==> config.mk <==
export PLATFORM = sky130hd
export DESIGN_NAME = decision_sched
export DESIGN_NICKNAME = d
export VERILOG_FILES = /design/src/rtl/decision_sched.sv
export SDC_FILE = /design/constraint.sdc
export NUM_CORES = 1
export LEC_CHECK = 0
export ABC_CLOCK_PERIOD_IN_PS = 2550
export CORE_MARGIN = 2
export CORE_UTILIZATION = 41
export CTS_BUF_LIST = sky130_fd_sc_hd__clkbuf_2
export DETAILED_ROUTE_END_ITERATION = 7
export GPL_ROUTABILITY_DRIVEN = 0
export PLACE_DENSITY_LB_ADDON = 0.12
export SKIP_CTS_REPAIR_TIMING = 1
export SYNTH_ARGS = -nofsm -noshare
export SYNTH_HDL_FRONTEND = slang
export SYNTH_SLANG_ARGS = --single-unit
==> constraint.sdc <==
create_clock -name clk -period 2.55 [get_ports clk]
set_input_delay 0.255 -clock clk [delete_from_list [all_inputs] [get_ports clk]]
set_output_delay 0.255 -clock clk [all_outputs]
set_load 0.05 [all_outputs]
==> src/rtl/decision_sched.sv <==
// Round-robin arbiter that shares one decision-tree classifier engine among NREQ
// requesters, holds the engine's start for the whole job and aborts it on a watchdog timeout.
module decision_sched #(
    parameter int NREQ    = 4,
    parameter int W       = 8,
    parameter int TIMEOUT = 15
) (
    input  logic              clk,
    input  logic              reset,
    input  logic [NREQ-1:0]   req_i,
    input  logic [NREQ*W-1:0] x1_i,
    input  logic [NREQ*W-1:0] x2_i,
    input  logic [NREQ*W-1:0] x3_i,
    output logic [NREQ-1:0]   gnt_o,
    output logic [NREQ-1:0]   done_o,
    output logic [W-1:0]      y_o,
    output logic              err_o,
    output logic              busy_o,
    output logic              eng_start_o,
    output logic [W-1:0]      eng_x1_o,
    output logic [W-1:0]      eng_x2_o,
    output logic [W-1:0]      eng_x3_o,
    input  logic [W-1:0]      eng_y_i,
    input  logic              eng_y_valid_i
);
    localparam int PW = (NREQ > 1) ? $clog2(NREQ) : 1;
    localparam int CW = $clog2(TIMEOUT + 1);

    localparam logic [1:0] S_IDLE = 2'd0;
    localparam logic [1:0] S_RUN  = 2'd1;
    localparam logic [1:0] S_REL  = 2'd2;

    localparam logic [NREQ-1:0] ONE      = NREQ'(1);
    localparam logic [CW-1:0]   CNT_LAST = CW'(TIMEOUT - 1);

    logic [1:0]             state;
    logic [PW-1:0]          rr;
    logic [PW-1:0]          owner;
    logic [PW-1:0]          pick;
    logic                   found;
    logic [CW-1:0]          cnt;
    logic [NREQ-1:0][W-1:0] x1_a, x2_a, x3_a;

    for (genvar k = 0; k < NREQ; k++) begin : g_unpack
        assign x1_a[k] = x1_i[k*W +: W];
        assign x2_a[k] = x2_i[k*W +: W];
        assign x3_a[k] = x3_i[k*W +: W];
    end

    // first requester at or after the rr pointer, wrapping modulo NREQ
    always_comb begin
        logic [PW-1:0] idx;
        idx   = '0;
        pick  = '0;
        found = 1'b0;
        for (int i = 0; i < NREQ; i++) begin
            idx = PW'((int'(rr) + i) % NREQ);
            if (!found && req_i[idx]) begin
                found = 1'b1;
                pick  = idx;
            end
        end
    end

    always_ff @(posedge clk or negedge reset) begin
        if (!reset) begin
            state       <= S_IDLE;
            rr          <= '0;
            owner       <= '0;
            cnt         <= '0;
            gnt_o       <= '0;
            done_o      <= '0;
            y_o         <= '0;
            err_o       <= 1'b0;
            busy_o      <= 1'b0;
            eng_start_o <= 1'b0;
            eng_x1_o    <= '0;
            eng_x2_o    <= '0;
            eng_x3_o    <= '0;
        end else begin
            gnt_o  <= '0;
            done_o <= '0;
            case (state)
                S_IDLE: begin
                    if (found) begin
                        owner       <= pick;
                        eng_x1_o    <= x1_a[pick];
                        eng_x2_o    <= x2_a[pick];
                        eng_x3_o    <= x3_a[pick];
                        gnt_o       <= ONE << pick;
                        eng_start_o <= 1'b1;
                        busy_o      <= 1'b1;
                        cnt         <= '0;
                        state       <= S_RUN;
                    end
                end
                S_RUN: begin
                    if (cnt != '1) cnt <= cnt + CW'(1);
                    // an engine result on the watchdog's last cycle still counts as success
                    if (eng_y_valid_i) begin
                        y_o         <= eng_y_i;
                        err_o       <= 1'b0;
                        done_o      <= ONE << owner;
                        eng_start_o <= 1'b0;
                        state       <= S_REL;
                    end else if (cnt == CNT_LAST) begin
                        y_o         <= '1;
                        err_o       <= 1'b1;
                        done_o      <= ONE << owner;
                        eng_start_o <= 1'b0;
                        state       <= S_REL;
                    end
                end
                S_REL: begin
                    err_o  <= 1'b0;
                    busy_o <= 1'b0;
                    cnt    <= '0;
                    rr     <= (owner == PW'(NREQ - 1)) ? '0 : owner + PW'(1);
                    state  <= S_IDLE;
                end
                default: state <= S_IDLE;
            endcase
        end
    end
endmodule
# --- Word level (Yosys, flattened, before mapping) ---
# Cells that the tools add are included.
totals:
  register_bits: 53
  inputBits: 111
  output_inout_bits: 43
  word_cells: 97
classes:
  n_addsub: 5
  n_lt_le_gt_ge: 5
  eq_ne: 8
  n_shift: 2
  mux: 45
  reduce_logical: 19
op_table:
  columns: ["operator", "n"]
  rows:
  - ["8-bit binary-select mux with 2-bit select", 3]
  - ["8-bit 2-to-1 mux", 5]
  - ["4-bit 2-to-1 mux", 7]
  - ["2-bit 2-to-1 mux", 8]
  - ["2-bit by 3-bit less-than comparator with 1-bit output, second input constant", 5]
  - ["1-bit 2-to-1 mux", 13]
  - ["4-bit case mux with 3 select lines", 1]
  - ["2-bit AND reduction", 5]
  - ["1-bit binary-select mux with 2-bit select", 4]
  - ["2-bit nonzero test", 4]
  - ["1-bit by 2-bit << shifter with 4-bit output, first input constant", 2]
  - ["1-bit case mux with 2 select lines", 3]
  - ["3-bit AND reduction", 2]
  - ["2-bit by 1-bit adder with 2-bit output, second input constant", 2]
  - ["2-bit adder, second input constant", 2]
  - ["4-bit by 1-bit adder with 4-bit output, second input constant", 1]
  - ["2-bit == test, second input constant", 2]
  - ["4-bit == test, second input constant", 1]
  - ["2-bit != test, second input constant", 2]
  - ["4-bit != test, second input constant", 1]
  - ["2-bit case mux with 2 select lines", 1]
  - ["1-bit logical AND", 3]
  - ["1-bit zero test", 3]
  - ["3-bit != test, second input constant", 1]
  - ["other kinds (3)", 3]

# --- Logic depth before layout (Yosys ltp) ---
# Gate-level depths: netlist of the first run.
logic_depth:
  depth_word: 15
  mapped_depth: 7
  ltp_nobuf: 7

# --- Worst setup path before layout of the first run ---
# No wires, ideal clock.
synth_timing:
  kind: "reg-to-reg"
  from: "reg rr[1]"
  to: "reg eng_x2_o[1]"
  setup_ps: 135
  t_arrival_ps: 1728
  required_ps: 2415
  setup_slack_ps: 688
  path_stages_with_launch: 8
  n_path_buf: 3
  synth_period_minus_slack_ps: 1862
  path_cell_list: "dfrtp_1 > buf_2 > or4_4 > buf_6 > buf_6 > and3_1 > a211oi_1 > o31ai_1"
synth_via:
  elab_chain_cells: 14
  word_cells_on_any_way: 28
  classes_between: "add/sub: 3; mux: 18; reduce/logical: 7"
synth_rtl:
  columns: ["element", "line", "source"]
  rows:
  - ["start, declared", "37", "logic [PW-1:0] rr;"]
  - ["start signal, assigned", "118", "rr <= (owner == PW'(NREQ - 1)) ? '0 : owner + PW'(1);"]
  - ["parallel branches: the longest is 14 deep, another holds 2-bit by 1-bit adder with 2-bit output", null, null]
  - ["end signal, assigned", "88", "eng_x2_o <= x2_a[pick];"]
  - ["end, declared", "21", "output logic [W-1:0] eng_x2_o,"]
# Parallel ways; which one is timed is not known. The select of a mux whose other input is x is not followed.
# A chain may end at the register's enable or synchronous reset.

# --- Worst setup path in the final report of the first run ---
layout_timing:
  from: "reg rr[1]"
  to: "reg eng_x1_o[3]"
layout_via:
  elab_chain_cells: 14
  word_cells_on_any_way: 28
  classes_between: "add/sub: 3; mux: 18; reduce/logical: 7"
layout_rtl:
  columns: ["element", "line", "source"]
  rows:
  - ["parallel branches: the longest is 14 deep, another holds 2-bit by 1-bit adder with 2-bit output", null, null]
  - ["end signal, assigned", "87", "eng_x1_o <= x1_a[pick];"]
  - ["end, declared", "20", "output logic [W-1:0] eng_x1_o,"]
# Parallel ways; which one is timed is not known. The select of a mux whose other input is x is not followed.

==> insert_results.sql, run 1 <==
INSERT INTO impl_metrics (metric_group, metric, value, unit) VALUES
('global_route', 'grt_pass1_vias', '2794', ''),
('pwr', 'power.share.sequential', '27.1', '%'),
('pwr', 'power.switching', '2.67', 'mW'),
('global_route', 'maximum_number_of_pins_on_one_net_before_global_route_repair', '49', ''),
('critical_path', 'endpoint_kind', 'register', ''),
('pwr', 'p_int', '2.69', 'mW'),
('sta', 'fin_worst_hold_slack', '0.369', 'ns'),
('sta', 'worst_slew_margin_rel', '39.6', '%'),
('pwr', 'total_leakage_power', '1.98', 'nW'),
('synth', 'dominant_register_cell_in_the_synthesized_netlist', 'dfrtp_1', ''),
('critical_path', 'worstPathRequired', '2.91', 'ns'),
('place', 'dp_worst_setup_slack', '0.102', 'ns'),
('floorplanning', 'chipWidth', '89.6', 'microns'),
('clocking', 'cts_buffer_depth', '2', ''),
('sta', 'drv_slew', '0', ''),
('sta', 'timing.fmax', '478', 'MHz'),
('critical_path', 'cp_cell_sequence', 'or4_4, nand2_2, buf_12, a211oi_1, o31ai_1', ''),
('critical_path', 'rr_startpoint', 'rr[1]$_DFFE_PN0P_', ''),
('cells_and_area', 'flow.area_growth_from_synthesis', '56.5', '%'),
('cells_and_area', 'post_layout_nonfiller_instances', '559', ''),
('detailed_routing', 'antenna_violating_nets_left', '0', ''),
('clocking', 'clk_pin_slew_worst_paths', '0.27', 'ns'),
('clocking', 'ctsRootBufferMaster', 'clkbuf_2', ''),
('floorplanning', 'die_h', '89.6', 'microns'),
('detailed_routing', 'routed_via_density', '5.38', ''),
('clocking', 'cts_sinks', '53', ''),
('clocking', 'clock_latency_at_the_later_pin_of_the_worst_skew_pair', '0.43', 'ns'),
('critical_path', 'reg2reg_setup_slack', '0.46', 'ns'),
('critical_path', 'worst_setup_path_start_kind', 'register', ''),
('sta', 'finalSetupTns', '0', 'ns'),
('global_route', 'grt_util_all_layers', '20.4', '%'),
('clocking', 'tritoncts', 'built', ''),
('synth', 'netlist_instances', '316', ''),
('critical_path', 'critical-path-max-stage-delay', '0.74', 'ns'),
('cells_and_area', 'diodes', '0', ''),
('synth', 'yosys_warnings', '0', ''),
('floorplanning', 'io-pin-count', '154', ''),
('min_path', 'hold_path_startpoint', 'eng_y_i[4]', ''),
('sta', 'finalSetupViolCount', '0', ''),
('synth', 'synth.net_count', '433', ''),
('sta', 'tightestPinTransition', '0.906', 'ns'),
('global_route', 'global_route.overflow_total', '0', ''),
('cells_and_area', 'final_net_count', '576', ''),
('detailed_routing', 'violation_count_after_the_first_detailed_route_iteration', '118', ''),
('global_route', 'grt_pass1_wl', '12800', 'microns'),
('pwr', 'switching_fraction_of_total_power', '49.8', '%'),
('synth', 'synth-edff-count', '0', ''),
('synth', 'synthArstFlopShare', '100', '%'),
('critical_path', 'r2r_cells', '5', ''),
('pwr', 'powerDensity', '1140', 'nW/um^2'),
('min_path', 'hp-class', 'in2reg', ''),
('cells_and_area', 'fill_cells', '615', ''),
('sta', 'final.setup.worst_slack', '0.456', 'ns'),
('detailed_routing', 'router_iterations_before_antenna_repair', '4', ''),
('sta', 'finalHoldViolations', '0', ''),
('place', 'detailedPlacementHpwl', '6230', 'microns'),
('pwr', 'clock_power_share', '8.1', '%'),
('place', 'cells_after_dpl', '550', ''),
('synth', 'avgSynthCellArea', '9.51', 'sq um'),
('global_route', 'grt_antenna_before_repair', '0', ''),
('synth', 'synthesis.area', '3000', 'sq um'),
('synth', 'seq_area_frac_synth', '44.1', '%'),
('clocking', 'cts_inserted_buffers', '5', ''),
('critical_path', 'rr_endpoint', 'eng_x1_o[3]$_DFFE_PN0P_', ''),
('place', 'port_bufs', '153', ''),
('critical_path', 'critPathBufInv', '1', ''),
('floorplanning', 'coreArea', '7180', 'sq um'),
('cells_and_area', 'share_of_post_route_cells_with_drive_strength_above_1', '6.30', '%'),
('min_path', 'min_path_cells', '2', ''),
('outcome', 'status', 'finished clean', ''),
('critical_path', 'critPathTopFamily', 'simple AND/OR/NAND/NOR gates', '');
cells in the final DEF, fill, tap and decap left out, types with 2 or more instances in the layout:
| cell type | n |
|---|---|
| a211oi_1 | 46 |
| a211oi_2 | 4 |
| a21boi_0 | 2 |
| and2_1 | 4 |
| and3_1 | 48 |
| buf_12 | 3 |
| buf_4 | 9 |
| clkbuf_2 | 5 |
| clkdlybuf4s50_1 | 152 |
| dfrtp_1 | 53 |
| ha_1 | 6 |
| inv_1 | 3 |
| nand2_1 | 39 |
| nand2_2 | 2 |
| nand2b_1 | 4 |
| nand3_1 | 6 |
| nor2_1 | 10 |
| nor2b_1 | 4 |
| nor3_1 | 2 |
| o21ai_0 | 9 |
| o22a_1 | 8 |
| o31ai_1 | 26 |
through the flow:
step / util [%] / area [sq um] / power, mW
floorplan: - / 3000 / 3.84
global placement: 64.5 / 4630 / 4.92
detailed placement: 64.5 / 4630 / 4.98
CTS: 65.4 / 4690 / 5.42
global route: 65.5 / 4700 / 5.74
finish: 65.5 / 4700 / 5.36
cell usage after synthesis (2+ instances only):
master | instances | share of area, %
dfrtp_1 | 53 | 44
and3_1 | 48 | 10
a211oi_1 | 46 | 11
nand2_1 | 40 | 5.0
o31ai_1 | 26 | 6.5
clkbuf_1 | 15 | 1.9
nor2_1 | 10 | 1.2
o21ai_0 | 9 | 1.5
o22a_1 | 8 | 2.3
buf_2 | 7 | 1.2
ha_1 | 6 | 2.5
nand3_1 | 6 | 1.0
buf_6 | 5 | 1.9
a211oi_2 | 4 | 1.7
and2_1 | 4 | 0.83
nand2b_1 | 4 | 0.83
nor2b_1 | 4 | 0.83
buf_4 | 3 | 0.75
inv_1 | 3 | 0.37
a21boi_0 | 2 | 0.50
nor3_1 | 2 | 0.33
how the worst max path moves through the flow:
| stage | to | slack, ns | from | depth (start not counted) |
|---|---|---|---|---|
| after CTS | eng_x2_o[4]$_DFFE_PN0P_ | 0.45 | rr[1]$_DFFE_PN0P_ | 5 |
| final | eng_x1_o[3]$_DFFE_PN0P_ | 0.46 | rr[1]$_DFFE_PN0P_ | 5 |
| after detailed placement | eng_x2_o[4]$_DFFE_PN0P_ | 0.10 | req_i[0] | 7 |
| after global routing | eng_x3_o[7]$_DFFE_PN0P_ | 0.30 | rr[1]$_DFFE_PN0P_ | 5 |
| after floorplan | eng_x2_o[1]$_DFFE_PN0P_ | 0.69 | rr[1]$_DFFE_PN0P_ | 7 |
| after global placement | eng_x3_o[4]$_DFFE_PN0P_ | 0.14 | req_i[0] | 7 |
final cells by class:
| class | instances | area (sq um) | area share, % |
|---|---|---|---|
| Tap cell | 99 | 124 | 2.63 |
| Clock buffer | 5 | 25.0 | 0.532 |
| Clock inverter | 3 | 41.3 | 0.878 |
| Inverter | 3 | 11.3 | 0.239 |
| Multi-Input combinational cell | 230 | 1510 | 32.1 |
| Timing Repair Buffer | 166 | 1660 | 35.4 |
| Sequential cell | 53 | 1330 | 28.2 |
per-layer routing:
metal	wire, microns	track usage (%)	vias to the layer above	part of all wire, %
met5	0	0	-	0
met4	100	4.61	0	1.2
met3	600	5.39	8	7.3
met2	4340	36.2	116	52
met1	3230	24.7	1420	39
li1	-	-	1463	-
flip-flops by register name, summed over array words and instances, names as in the netlist:
signal and flops:
eng_x1_o 8, eng_x2_o 8, eng_x3_o 8, y_o 8, cnt 4, done_o 4, gnt_o 4, owner 2
rr 2, state 2, busy_o 1, eng_start_o 1, err_o 1
power by group through the flow:
stage | registers (mW) | clock network, mW | logic, mW
3_3_place_gp | 1.46 | 0 | 3.45
3_5_place_dp | 1.48 | 0 | 3.50
2_1_floorplan | 2.45 | 0 | 1.39
6_report | 1.45 | 0.433 | 3.48
4_1_cts | 1.46 | 0.448 | 3.51
5_1_grt | 1.51 | 0.472 | 3.76
worst register-to-register path: stages (launching register included):
cell and delay [ns]:
dfrtp_1 0.54, or4_4 0.75, nand2_2 0.15, buf_12 0.23
a211oi_1 0.12, o31ai_1 0.24
kinds of logic (layout without fill, tap and decap cells):
group | Yosys count | in the layout | share of synthesized area, %
adder cells (fa/ha/maj) | 6 | 6 | 2.50
AND/OR/NAND/NOR | 122 | 122 | 21.2
AO/OA/AOI/OAI | 101 | 101 | 25.8
flip-flops | 53 | 53 | 44.1
buffers and inverters | 33 | 177 | 6.04
multiplexers | 1 | 1 | 0.375
Note: power is estimated with default switching activity, not from simulation.
==> run 2: changes to the inputs <==
ABC_CLOCK_PERIOD_IN_PS = 1800   (was 2550)
CORE_UTILIZATION = 37   (was 41)
clock period = 1.8 ns   (was 2.55 ns; I/O delays follow)
==> run 2 against run 1 <==
- the flow now finishes with violations (setup timing)
- die area rose by 10%
- final cell count rose by 5.0%
- sequential share of layout area fell by 3.9 points
- non-clock buffer count rose by 24
- worst setup slack got worse by 0.53 ns
- register-to-register slack got worse by 0.53 ns
- first-iteration DRC count fell by 14%
- combinational power rose by 77%
- cell area rose by 16%
- utilization rose by 4.3 points
- hold slack got worse by 0.22 ns
- largest cell class unchanged
- highest routed layer unchanged
==> insert_results.sql, run 2 (same netlist as run 1, synthesis figures left out) <==
INSERT INTO impl_metrics (metric_group, metric, value, unit) VALUES
('cells_and_area', 'final_net_count', '601', ''),
('sta', 'fin_crit', '1.88', 'ns'),
('sta', 'final.period_utilization', '104', '%'),
('sta', 'worst_clock_skew', '0.0296', 'ns'),
('critical_path', 'critical_path.max_fanout', '5', ''),
('sta', 'final.setup.worst_slack', '-0.0768', 'ns'),
('sta', 'fin_worst_hold_slack', '0.147', 'ns'),
('detailed_routing', 'wire_per_inst', '17.9', 'microns'),
('critical_path', 'rr_startpoint', 'rr[0]$_DFFE_PN0P_', ''),
('floorplanning', 'chipWidth', '94.1', 'microns'),
('cells_and_area', 'final_common_cell', 'clkdlybuf4s50_1', ''),
('place', 'cells_after_dpl', '564', ''),
('critical_path', 'crit_arrival', '2.26', 'ns'),
('global_route', 'global_route.overflow_total', '0', ''),
('detailed_routing', 'via_count', '3152', ''),
('global_route', 'grt_pass1_vias', '2923', ''),
('critical_path', 'endpoint_kind', 'register', ''),
('clocking', 'clock_tree.htree_level_count', '2', ''),
('detailed_routing', 'drt_drc_violations_left', '0', ''),
('clocking', 'clock_latency_at_the_later_pin_of_the_worst_skew_pair', '0.47', 'ns'),
('sta', 'finalHoldViolations', '0', ''),
('clocking', 'cts_inserted_buffers', '5', ''),
('pwr', 'powerDensity', '1630', 'nW/um^2'),
('outcome', 'status', 'finished with violations', ''),
('floorplanning', 'io-pin-count', '154', ''),
('min_path', 'hp-class', 'in2async', ''),
('sta', 'rsz0062_at_grt', 'true', ''),
('clocking', 'cts_sinks', '53', ''),
('clocking', 'ctsRootBufferMaster', 'clkbuf_2', ''),
('pwr', 'vdd_drop_max', '662', 'uV'),
('floorplanning', 'die_h', '94.1', 'microns'),
('global_route', 'grt_util_all_layers', '21.4', '%'),
('sta', 'finalSetupViolCount', '22', ''),
('clocking', 'tritoncts', 'built', ''),
('critical_path', 'rr_endpoint', 'eng_x2_o[6]$_DFFE_PN0P_', ''),
('sta', 'finalSetupTns', '-0.813', 'ns'),
('global_route', 'grt_pass1_wl', '15000', 'microns'),
('detailed_routing', 'antenna_violating_nets_left', '0', ''),
('sta', 'drv_slew', '0', ''),
('floorplanning', 'die_area', '8860', 'sq um'),
('global_route', 'maximum_number_of_pins_on_one_net_before_global_route_repair', '33', ''),
('pwr', 'total_leakage_power', '2.72', 'nW'),
('place', 'port_bufs', '153', ''),
('critical_path', 'worstPathRequired', '2.18', 'ns'),
('place', 'detailedPlacementHpwl', '7180', 'microns'),
('outcome', 'failed_checks', 'setup timing', ''),
('floorplanning', 'initial_utilization', '38.5', '%'),
('sta', 'worst_slew_margin_rel', '63.4', '%'),
('cells_and_area', 'share_of_post_route_cells_with_drive_strength_above_1', '18.1', '%'),
('cells_and_area', 'final_util', '69.8', '%'),
('critical_path', 'startpoint', 'rr[0]$_DFFE_PN0P_', ''),
('clocking', 'cts_buffer_depth', '2', ''),
('cells_and_area', 'most-common-layout-cells', 'clkdlybuf4s50_1 (109), dfrtp_1 (53), and3_1 (45)', ''),
('detailed_routing', 'router_iterations_before_antenna_repair', '4', ''),
('floorplanning', 'coreArea', '7810', 'sq um'),
('cells_and_area', 'flow.area_growth_from_synthesis', '81.5', '%'),
('critical_path', 'worst_setup_path_start_kind', 'register', ''),
('detailed_routing', 'violation_count_after_the_first_detailed_route_iteration', '101', ''),
('sta', 'timing.fmax', '533', 'MHz'),
('flow_run', 'maxCapViolCount', '0', ''),
('global_route', 'grt_antenna_before_repair', '0', ''),
('critical_path', 'startpoint_to_endpoint_class_of_the_critical_path', 'reg2reg', ''),
('cells_and_area', 'post_layout_nonfiller_instances', '587', ''),
('pwr', 'power.total', '8.87', 'mW'),
('clocking', 'clk_pin_slew_worst_paths', '0.31', 'ns'),
('critical_path', 'reg2reg_setup_slack', '-0.08', 'ns'),
('cells_and_area', 'diodes', '0', ''),
('sta', 'tightestPinTransition', '0.549', 'ns'),
('critical_path', 'r2r_cells', '7', ''),
('detailed_routing', 'routed_via_density', '5.37', ''),
('floorplanning', 'row_count', '32', ''),
('detailed_routing', 'finalWirelength', '10500', 'microns');
[run 2: cell count changes in the layout (fill, tap and decap cells not counted), moves of 3 or more]
cell             previous run  this run
and3_4                      0         3
buf_12                      3        11
and3_1                     48        45
a211oi_1                   46        17
clkbuf_16                   0         6
clkdlybuf4s50_1           152       109
dlymetal6s2s_1              0        43
a211oi_2                    4        31
buf_6                       0         7
[run 2: critical path, stage by stage (launching register included)]
cell       delay (ns)
dfrtp_1          0.42
nor2b_1          0.07
or4_4            0.55
buf_6            0.18
nand2_8          0.10
clkbuf_16        0.15
a211oi_2         0.06
o31ai_1          0.26
[run 2: power breakdown]
| part | internal (mW) | switching [mW] | leakage (nW) |
|---|---|---|---|
| clock network | 0.248 | 0.429 | 0.0451 |
| logic | 2.61 | 3.55 | 2.03 |
| registers | 1.71 | 0.325 | 0.652 |
[run 2: stage by stage]
stage	worst slack (ns)	instance area, sq um
6_report	-0.0768	5450
5_1_grt	-0.169	5450
3_5_place_dp	-0.483	4860
4_1_cts	-0.165	4930
2_1_floorplan	-0.00926	3060
3_3_place_gp	-0.441	4860
[run 2: worst max-delay path by stage]
| stage | slack, ns | endpoint | cells after the start |
|---|---|---|---|
| final | -0.08 | eng_x2_o[6]$_DFFE_PN0P_ | 7 |
| after global routing | -0.17 | eng_x2_o[6]$_DFFE_PN0P_ | 5 |
| after CTS | -0.17 | err_o | 1 |
| after detailed placement | -0.48 | eng_x2_o[7]$_DFFE_PN0P_ | 7 |
| after global placement | -0.44 | eng_x2_o[7]$_DFFE_PN0P_ | 7 |
| after floorplan | -0.009 | eng_x1_o[1]$_DFFE_PN0P_ | 7 |
[run 2: final cells by class]
type                            instances  area, sq um
Tap cell                              102          128
Fill cell                             622         2350
Inverter                                3         11.3
Clock inverter                          3         50.0
Multi-Input combinational cell        231         1720
Timing Repair Buffer                  190         2190
Clock buffer                            5         25.0
Sequential cell                        53         1330
[run 2: per-layer routing]
layer | vias up | share of wire, % | track usage [%]
met5 | - | 0 | 0
met4 | 0 | 0.80 | 4.71
met3 | 6 | 7.6 | 6.10
met2 | 119 | 50 | 35.4
met1 | 1510 | 42 | 27.9
li1 | 1517 | - | -
==> run 3: changes to the inputs <==
CORE_MARGIN = unset   (was 2)
==> run 3 against run 2 <==
- critical endpoint is now eng_x2_o[3]$_DFFE_PN0P_
- flip-flop and latch count stayed put
- critical path type unchanged
- sequential power hardly changed
- clock skew is 0.0047 ns lower
- power is 6.3% lower
- the flow still finishes with violations (setup timing)
==> insert_results.sql, run 3 (same netlist as run 1, synthesis figures left out) <==
INSERT INTO impl_metrics (metric_group, metric, value, unit) VALUES
('outcome', 'status', 'finished with violations', ''),
('outcome', 'failed_checks', 'setup timing', ''),
('critical_path', 'critPathSlowestCell', 'or4_4', ''),
('cells_and_area', 'most-common-layout-cells', 'clkdlybuf4s50_1 (109), dfrtp_1 (53), and3_1 (47)', ''),
('critical_path', 'rr_endpoint', 'eng_x2_o[3]$_DFFE_PN0P_', ''),
('detailed_routing', 'router_iterations_before_antenna_repair', '4', ''),
('critical_path', 'cp_num_cells', '6', ''),
('floorplanning', 'chipWidth', '92.1', 'microns'),
('min_path', 'hp-class', 'in2async', ''),
('detailed_routing', 'antenna_violating_nets_left', '0', ''),
('detailed_routing', 'drt_drc_violations_left', '0', ''),
('floorplanning', 'die_h', '92.1', 'microns'),
('cells_and_area', 'final_common_cell', 'clkdlybuf4s50_1', ''),
('sta', 'drv_slew', '0', ''),
('cells_and_area', 'fill_cells', '623', ''),
('critical_path', 'endpoint_kind', 'register', ''),
('critical_path', 'rr_startpoint', 'rr[1]$_DFFE_PN0P_', ''),
('critical_path', 'worst_setup_path_start_kind', 'register', ''),
('global_route', 'grt_util_all_layers', '21.8', '%'),
('sta', 'fin_worst_hold_slack', '0.144', 'ns'),
('detailed_routing', 'finalWirelength', '9800', 'microns'),
('sta', 'fin_crit', '1.92', 'ns'),
('clocking', 'tritoncts', 'built', ''),
('clocking', 'clk_pin_slew_worst_paths', '0.29', 'ns'),
('sta', 'worst_slew_margin_rel', '63.8', '%'),
('place', 'port_bufs', '153', ''),
('place', 'detailedPlacementHpwl', '6720', 'microns'),
('sta', 'timing.fmax', '520', 'MHz'),
('cells_and_area', 'diodes', '0', ''),
('critical_path', 'crit_arrival', '2.30', 'ns'),
('clocking', 'clock_tree.htree_level_count', '2', ''),
('sta', 'tightestPinTransition', '0.543', 'ns'),
('sta', 'worst_clock_skew', '0.0249', 'ns'),
('critical_path', 'startpoint_to_endpoint_class_of_the_critical_path', 'reg2reg', ''),
('clocking', 'cts_buffer_depth', '2', ''),
('critical_path', 'critical-path-max-stage-delay', '0.58', 'ns'),
('global_route', 'maximum_number_of_pins_on_one_net_before_global_route_repair', '34', ''),
('global_route', 'grt_pass1_wl', '14600', 'microns'),
('place', 'cells_after_dpl', '566', ''),
('clocking', 'clock_latency_at_the_later_pin_of_the_worst_skew_pair', '0.45', 'ns'),
('critical_path', 'startpoint', 'rr[1]$_DFFE_PN0P_', ''),
('detailed_routing', 'violation_count_after_the_first_detailed_route_iteration', '84', ''),
('detailed_routing', 'via_count', '3122', ''),
('critical_path', 'worstPathRequired', '2.18', 'ns'),
('global_route', 'grt_antenna_before_repair', '0', ''),
('floorplanning', 'initial_utilization', '38.5', '%'),
('global_route', 'global_route.overflow_total', '0', ''),
('sta', 'finalHoldViolations', '0', ''),
('critical_path', 'reg2reg_setup_slack', '-0.12', 'ns'),
('critical_path', 'critical_path.max_fanout', '16', ''),
('critical_path', 'endpoint_of_the_worst_setup_timing_path', 'eng_x2_o[3]$_DFFE_PN0P_', ''),
('pwr', 'vdd_drop_max', '686', 'uV'),
('cells_and_area', 'share_of_post_route_cells_with_drive_strength_above_1', '16.9', '%'),
('clocking', 'cts_inserted_buffers', '5', ''),
('critical_path', 'r2r_cells', '6', ''),
('cells_and_area', 'flow.area_growth_from_synthesis', '75.8', '%'),
('critical_path', 'critPathBufInv', '2', ''),
('sta', 'final.period_utilization', '107', '%'),
('clocking', 'cts_sinks', '53', ''),
('floorplanning', 'io-pin-count', '154', ''),
('pwr', 'total_leakage_power', '2.67', 'nW'),
('cells_and_area', 'final_net_count', '601', ''),
('floorplanning', 'row_count', '32', ''),
('sta', 'finalSetupViolCount', '24', ''),
('global_route', 'grt_pass1_vias', '2997', ''),
('clocking', 'ctsRootBufferMaster', 'clkbuf_2', ''),
('flow_run', 'maxCapViolCount', '0', ''),
('critical_path', 'critPathTopFamily', 'simple AND/OR/NAND/NOR gates', ''),
('sta', 'final.setup.worst_slack', '-0.122', 'ns'),
('detailed_routing', 'routed_via_density', '5.32', ''),
('floorplanning', 'die_area', '8480', 'sq um'),
('sta', 'rsz0062_at_grt', 'true', ''),
('floorplanning', 'coreArea', '7810', 'sq um'),
('cells_and_area', 'post_layout_nonfiller_instances', '587', ''),
('pwr', 'powerDensity', '1570', 'nW/um^2'),
('detailed_routing', 'wire_per_inst', '16.7', 'microns'),
('critical_path', 'cp_cell_sequence', 'buf_4, or4_4, nand2_4, buf_12, a211oi_1, o31ai_1', '');
## run 3: through the flow
stage	TNS (ns)	power, mW	setup WS [ns]	util, %	cell area (sq um)
final	-1.53	8.31	-0.122	67.6	5280
after global routing	-3.73	8.84	-0.216	67.6	5280
after CTS	-5.19	7.92	-0.159	62.5	4880
after detailed placement	-11.72	7.41	-0.518	62.0	4840
after global placement	-9.90	7.31	-0.437	62.0	4840
after floorplan	-0.0370	5.52	-0.00926	-	3060
## run 3: final cells by class
class	count	area (sq um)	area share, %
timing repair buffer	189	2100	39.7
tap	102	128	2.42
clock inverter	3	21.3	0.403
clock buffer	5	25.0	0.474
inverter	3	11.3	0.213
multi-input combinational	232	1670	31.7
sequential	53	1330	25.1
## run 3: worst min-delay path by stage
stage | startpoint | to | slack (ns) | cells after the start
global route | reset | y_o[0]$_DFFE_PN0P_ | 0.13 | 2
CTS | reset | y_o[6]$_DFFE_PN0P_ | -0.39 | 1
detailed placement | reset | y_o[6]$_DFFE_PN0P_ | 0.17 | 1
floorplan | reset | busy_o$_DFFE_PN0P_ | -0.12 | 0
global placement | reset | y_o[6]$_DFFE_PN0P_ | 0.15 | 1
finish | reset | y_o[7]$_DFFE_PN0P_ | 0.14 | 2
## run 3: metal layers
metal | global-route usage [%] | wire (microns) | part of all wire (%) | up-vias
li1 | - | - | - | 1523
met1 | 27.2 | 4180 | 43 | 1471
met2 | 36.7 | 4770 | 49 | 111
met3 | 5.47 | 624 | 6.4 | 17
met4 | 7.55 | 235 | 2.4 | 0
met5 | 0 | 0 | 0 | -
## run 3: power by group
group	switching [mW]	internal, mW
logic	3.40	2.37
clock network	0.400	0.101
registers	0.329	1.71
total	4.13	4.18
